[config.mk]
export PLATFORM = sky130hd
export DESIGN_NAME = wb_stage
export DESIGN_NICKNAME = d
export VERILOG_FILES = /design/src/rtl/wb_stage.sv
export SDC_FILE = /design/constraint.sdc
export NUM_CORES = 1
export LEC_CHECK = 0
export CORE_MARGIN = 2
export CORE_UTILIZATION = 47
export CTS_CLUSTER_SIZE = 24
export DETAILED_ROUTE_END_ITERATION = 12
export HOLD_SLACK_MARGIN = 0.03
export PLACE_DENSITY = 0.81
export SLEW_MARGIN = 20
export SYNTH_ARGS = -nofsm -noshare
export SYNTH_HDL_FRONTEND = slang
export SYNTH_SLANG_ARGS = --single-unit
[constraint.sdc]
create_clock -name clk -period 3.9 [get_ports clk]
set_input_delay 0.39 -clock clk [delete_from_list [all_inputs] [get_ports clk]]
set_output_delay 0.39 -clock clk [all_outputs]
set_load 0.005 [all_outputs]
[src/rtl/wb_stage.sv]
// wb_stage: registered MIPS write-back stage that shares the register-file port with an MDU pending-write queue.
// Optional build macro WB_LOAD_EXT_EN enables byte/halfword load extension on the memory path.
module wb_stage #(
   parameter int DATA_W = 32,
   parameter int REG_AW = 5,
   parameter int QDEPTH = 2,
   localparam int CW = $clog2(QDEPTH) + 1,
   localparam int PW = (QDEPTH > 1) ? $clog2(QDEPTH) : 1
) (
   input  logic              clk,
   input  logic              reset,
   input  logic              w_valid,
   input  logic              w_regwrite,
   input  logic [1:0]        w_sel,
   input  logic [2:0]        w_ext_op,
   input  logic [DATA_W-1:0] w_alu,
   input  logic [DATA_W-1:0] w_mem,
   input  logic [DATA_W-1:0] w_pc4,
   input  logic [REG_AW-1:0] w_dst,
   input  logic              md_valid,
   input  logic [REG_AW-1:0] md_dst,
   input  logic [DATA_W-1:0] md_data,
   output logic              md_ready,
   input  logic [REG_AW-1:0] q_addr,
   output logic              pend_hit,
   output logic              stall_w,
   output logic [CW-1:0]     q_count,
   output logic              rf_we,
   output logic [REG_AW-1:0] rf_waddr,
   output logic [DATA_W-1:0] rf_wdata
);

   logic [REG_AW-1:0] r_q_dst  [QDEPTH];
   logic [DATA_W-1:0] r_q_data [QDEPTH];
   logic [QDEPTH-1:0] r_q_vld;
   logic [PW-1:0]     r_rd_ptr;
   logic [PW-1:0]     r_wr_ptr;
   logic [CW-1:0]     r_count;

   logic              w_full;
   logic              w_empty;
   logic              w_pipe_req;
   logic              w_enq;
   logic              w_deq;
   logic              w_hit;
   logic [DATA_W-1:0] w_load_data;
   logic [DATA_W-1:0] w_pipe_data;

   function automatic logic [PW-1:0] ptr_inc(input logic [PW-1:0] p);
      return (p == PW'(QDEPTH - 1)) ? '0 : p + PW'(1);
   endfunction

   // Flow control looks only at the registered count, so full/ready never depend on this cycle's traffic.
   assign w_full     = (r_count == CW'(QDEPTH));
   assign w_empty    = (r_count == '0);
   assign stall_w    = !reset && w_full;
   assign md_ready   = !reset && (r_count < CW'(QDEPTH));
   assign q_count    = r_count;
   assign w_pipe_req = w_valid && w_regwrite && (w_sel != 2'b11) && (w_dst != '0) && !stall_w;
   assign w_enq      = md_valid && md_ready && (md_dst != '0);
   assign w_deq      = !w_empty && (w_full || !w_pipe_req);

   always_comb begin
      w_hit = 1'b0;
      for (int i = 0; i < QDEPTH; i++) begin
         if (r_q_vld[i] && (r_q_dst[i] == q_addr)) w_hit = 1'b1;
      end
   end
   assign pend_hit = !reset && (q_addr != '0) && w_hit;

`ifdef WB_LOAD_EXT_EN
   logic [7:0]  w_byte;
   logic [15:0] w_half;

   // Lanes are taken from the low 32-bit word; bit 0 of the address is ignored for halfwords.
   always_comb begin
      w_half = w_alu[1] ? w_mem[31:16] : w_mem[15:0];
      case (w_alu[1:0])
         2'd0:    w_byte = w_mem[7:0];
         2'd1:    w_byte = w_mem[15:8];
         2'd2:    w_byte = w_mem[23:16];
         default: w_byte = w_mem[31:24];
      endcase
      case (w_ext_op)
         3'b001:  w_load_data = {{(DATA_W-8){1'b0}}, w_byte};
         3'b010:  w_load_data = {{(DATA_W-8){w_byte[7]}}, w_byte};
         3'b011:  w_load_data = {{(DATA_W-16){1'b0}}, w_half};
         3'b100:  w_load_data = {{(DATA_W-16){w_half[15]}}, w_half};
         default: w_load_data = w_mem;
      endcase
   end
`else
   logic w_unused_ext;
   assign w_unused_ext = ^w_ext_op;
   assign w_load_data  = w_mem;
`endif

   always_comb begin
      case (w_sel)
         2'b01:   w_pipe_data = w_load_data;
         2'b10:   w_pipe_data = w_pc4 + DATA_W'(4);
         default: w_pipe_data = w_alu;
      endcase
   end

   always_ff @(posedge clk) begin
      if (reset) begin
         r_rd_ptr <= '0;
         r_wr_ptr <= '0;
         r_count  <= '0;
         r_q_vld  <= '0;
         rf_we    <= 1'b0;
         rf_waddr <= '0;
         rf_wdata <= '0;
      end else begin
         if (w_enq) begin
            r_q_dst[r_wr_ptr]  <= md_dst;
            r_q_data[r_wr_ptr] <= md_data;
            r_q_vld[r_wr_ptr]  <= 1'b1;
            r_wr_ptr           <= ptr_inc(r_wr_ptr);
         end
         // Enqueue and dequeue never hit the same slot: that needs an empty or a full queue.
         if (w_deq) begin
            r_q_vld[r_rd_ptr] <= 1'b0;
            r_rd_ptr          <= ptr_inc(r_rd_ptr);
         end
         r_count <= r_count + CW'(w_enq) - CW'(w_deq);

         if (w_pipe_req) begin
            rf_we    <= 1'b1;
            rf_waddr <= w_dst;
            rf_wdata <= w_pipe_data;
         end else if (w_deq) begin
            rf_we    <= 1'b1;
            rf_waddr <= r_q_dst[r_rd_ptr];
            rf_wdata <= r_q_data[r_rd_ptr];
         end else begin
            rf_we <= 1'b0;
         end
      end
   end

endmodule

==> flow_metrics.tcl <==
set metrics [dict create \
    slew_viol_final 0 \
    vias 5798 \
    synth_area_leaders "edfxtp_1 36%, dfxtp_1 14%, mux2i_1 5.6%" \
    dr.pass1.iters 6 \
    rsz0062_at_grt "no" \
    setup_tns_ns 0 \
    powerDensity_nw_per_um2 550 \
    worst_skew_pair.late_latency_ns 0.42 \
    post-route-min-period_ns 2.77 \
    synthFlopType "edfxtp_1" \
    grt_util_all_layers 0.283 \
    synth.most_common_cell "edfxtp_1" \
    cts_sinks 119 \
    first_global_vias 5786 \
    critical_path_required_ns 4.22 \
    cts_tree "built" \
    internal_power_mw 3.38 \
    cp_max_fo 39 \
    synthDistinctLibCells 62 \
    antenna_found_initial 1 \
    dieArea_um2 14200 \
    post-route-period-util 0.711 \
    setup_viol 0 \
    relSlewSlack 0.403 \
    maxCapViolations 0 \
    clock.fmax_mhz 360 \
    p_clk_frac 0.326 \
    post-place-ws_ns 0.729 \
    grt_use_met2 0.468 \
    layout.nets 933 \
    p_leak_nw 3.02 \
    switchingPower_mw 1.53 \
    p_sw_frac 0.311 \
    clockRootBuffer "clkbuf_16" \
    crit_arrival_ns 3.09 \
    drive_gt1_frac 0.0902 \
    crit_buf_inv 1 \
    wire_per_inst_um 20.7 \
    syn_area_um2 6230 \
    synth_edf_count 74 \
    die_h_um 119 \
    gr-usage-met1 0.366 \
    grt_max_degree 43 \
    grt_overflow_total 0 \
    yosysWarningCount 0 \
    tightest_slew_ns 0.894 \
    io_buffer_count 192 \
    critical-path-top-delay-family "simple AND/OR/NAND/NOR gates" \
    core_um2 13100 \
    synth_top_area_share 0.357 \
    fin_ws_ns 1.13 \
    ys_ff_latch 119 \
    synth_common_cells "74 x edfxtp_1, 63 x nand2_1, 45 x dfxtp_1" \
    place_congestion 0.882 \
    crit_chain "clkdlybuf4s50_1 -> nor3_1 -> nand2_1 -> nand2_2 -> mux2_2 -> a211oi_1" \
    clk_path_buf_depth 2 \
    holdBufCountCts 0 \
    regArea_um2 3120 \
    worstHoldPathType "flop to flop" \
    async_flop_share 0 \
    crit_slowest_cell "nand2_2" \
    cp-end-kind "flop" \
    syn-num-nets 754 \
    use_met3 0.0666 \
    startpoint_type "input port" \
    drt_wl_total_um 19900 \
    grt_pass1_wl_um 31100 \
    combPwrFrac 0.318 \
    h-tree-depth 4 \
    outcome "finished clean" \
    cts_resized 0 \
    finalHoldViolCount 0 \
    numCtsBuffers 17 \
    post-cts-setup-buffers 0 \
    ir_drop_mv 0.363 \
    area_delta_synth_final_pct 43.4 \
    synthCells 595 \
    ant_nets 0 \
    r2r_slack_ns 1.37 \
    critical_path_class "input port to flop" \
    vias_per_cell 6.01 \
    ios 196 \
    die_width_um 119 \
    fillerInstances 938 \
    yosys.area.top_type "edfxtp_1" \
    critPathMaxStageDelay_ns 0.72 \
    ys_seq_area_frac 0.502 \
    rows 42 \
    top_usage_layer "met2" \
    place_hpwl_um 14000 \
    route.detailed.drc 0 \
    multi_input_area_um2 2880 \
    drt_iter0_drc 494 \
    initial_utilization 0.476 \
    clkTransAtPathRegs_ns 0.06 \
    seq_power_share 0.356 \
    postSynthAreaPerCell_um2 10.5 \
    clock_skew_ns 0.00905 \
]
==> tightest hold or removal path, stage by stage (launching register included) <==
cell and delay (ns):
dfxtp_1 0.34, inv_1 0.06, a21oi_1 0.05
==> logic make-up after synthesis <==
family	Yosys count	synth area share
AND/OR/NAND/NOR	176	0.153
multiplexers	39	0.0635
adder cells (fa/ha/maj)	6	0.0121
AO/OA/AOI/OAI	174	0.196
XOR/XNOR	25	0.0352
buffers and inverters	56	0.0386
flip-flops	119	0.502
==> cells in the final DEF (no fill, tap or decap), drive strengths merged, types with 3 or more instances in the layout <==
cell and count:
nor2b 6, and4 3, mux2i 35, nand2 63, dfxtp 45, inv 14
ha 6, a22oi 4, or4 5, a211oi 23, buf 14, nor3 14
bufinv 3, and3 5, nand3 15, nor2 20, clkbuf 18, o221a 3
nand2b 5, nand3b 3, a31oi 7, a221o 4, nand4 11, a221oi 18
a21oi 34, mux2 4, or3 6, edfxtp 74, clkdlybuf4s50 191, xnor2 7
nor4 15, clkinv 5, o211ai 31, xor2 18, o31a 4, clkinvlp 3
o21ai 30
==> metal layers <==
layer | up-vias | part of all wire
met1 | 2786 | 0.40
met3 | 38 | 0.086
met5 | - | 0
met4 | 0 | 0.019
li1 | 2662 | -
met2 | 312 | 0.49
==> registers in the layout (all words and copies together) (netlist names), named ones only <==
name / flops
r_wr_ptr: 1
r_q_data: 64
r_rd_ptr: 1
rf_we: 1
rf_wdata: 32
r_q_dst: 10
rf_waddr: 5
q_count: 2
r_q_vld: 2
==> per-stage QoR <==
stage | util | total power, mW | std cells | hold slack, ns | instance area, um^2
after CTS | 0.682 | 4.90 | 963 | 0.499 | 8920
after global routing | 0.682 | 5.13 | 964 | 0.533 | 8930
final | 0.682 | 4.91 | 964 | 0.495 | 8930
after detailed placement | 0.636 | 3.30 | 931 | 0.483 | 8320
after floorplan | - | 2.58 | 595 | 0.446 | 6230
after global placement | 0.632 | 3.24 | 929 | 0.461 | 8270
==> power by group through the flow <==
| stage | combinational (mW) | clock (mW) | sequential, mW |
|---|---|---|---|
| floorplan | 0.899 | 0 | 1.68 |
| global placement | 1.48 | 0 | 1.75 |
| detailed placement | 1.54 | 0 | 1.76 |
| CTS | 1.55 | 1.61 | 1.74 |
| global route | 1.69 | 1.67 | 1.77 |
| finish | 1.56 | 1.60 | 1.75 |
==> worst paths after layout <==
| check | start | end | cells after the start |
|---|---|---|---|
| setup / recovery | w_dst[0] | rf_wdata[21] | 6 |
| hold reg to reg | r_rd_ptr | r_q_vld[0] | 2 |
| hold / removal | r_rd_ptr | r_q_vld[0] | 2 |
| setup reg to reg | q_count[1] | q_count[1] | 9 |
==> cell type report <==
cell class	instances	area share
flip-flops and latches	119	0.350
multi-input cells	420	0.323
repair buffers	205	0.230
clock buffers	18	0.0481
well taps	176	0.0247
clock inverters	14	0.0195
inverters	11	0.00463
diodes	1	0.000280
Note: power is estimated with default switching activity, not from simulation.
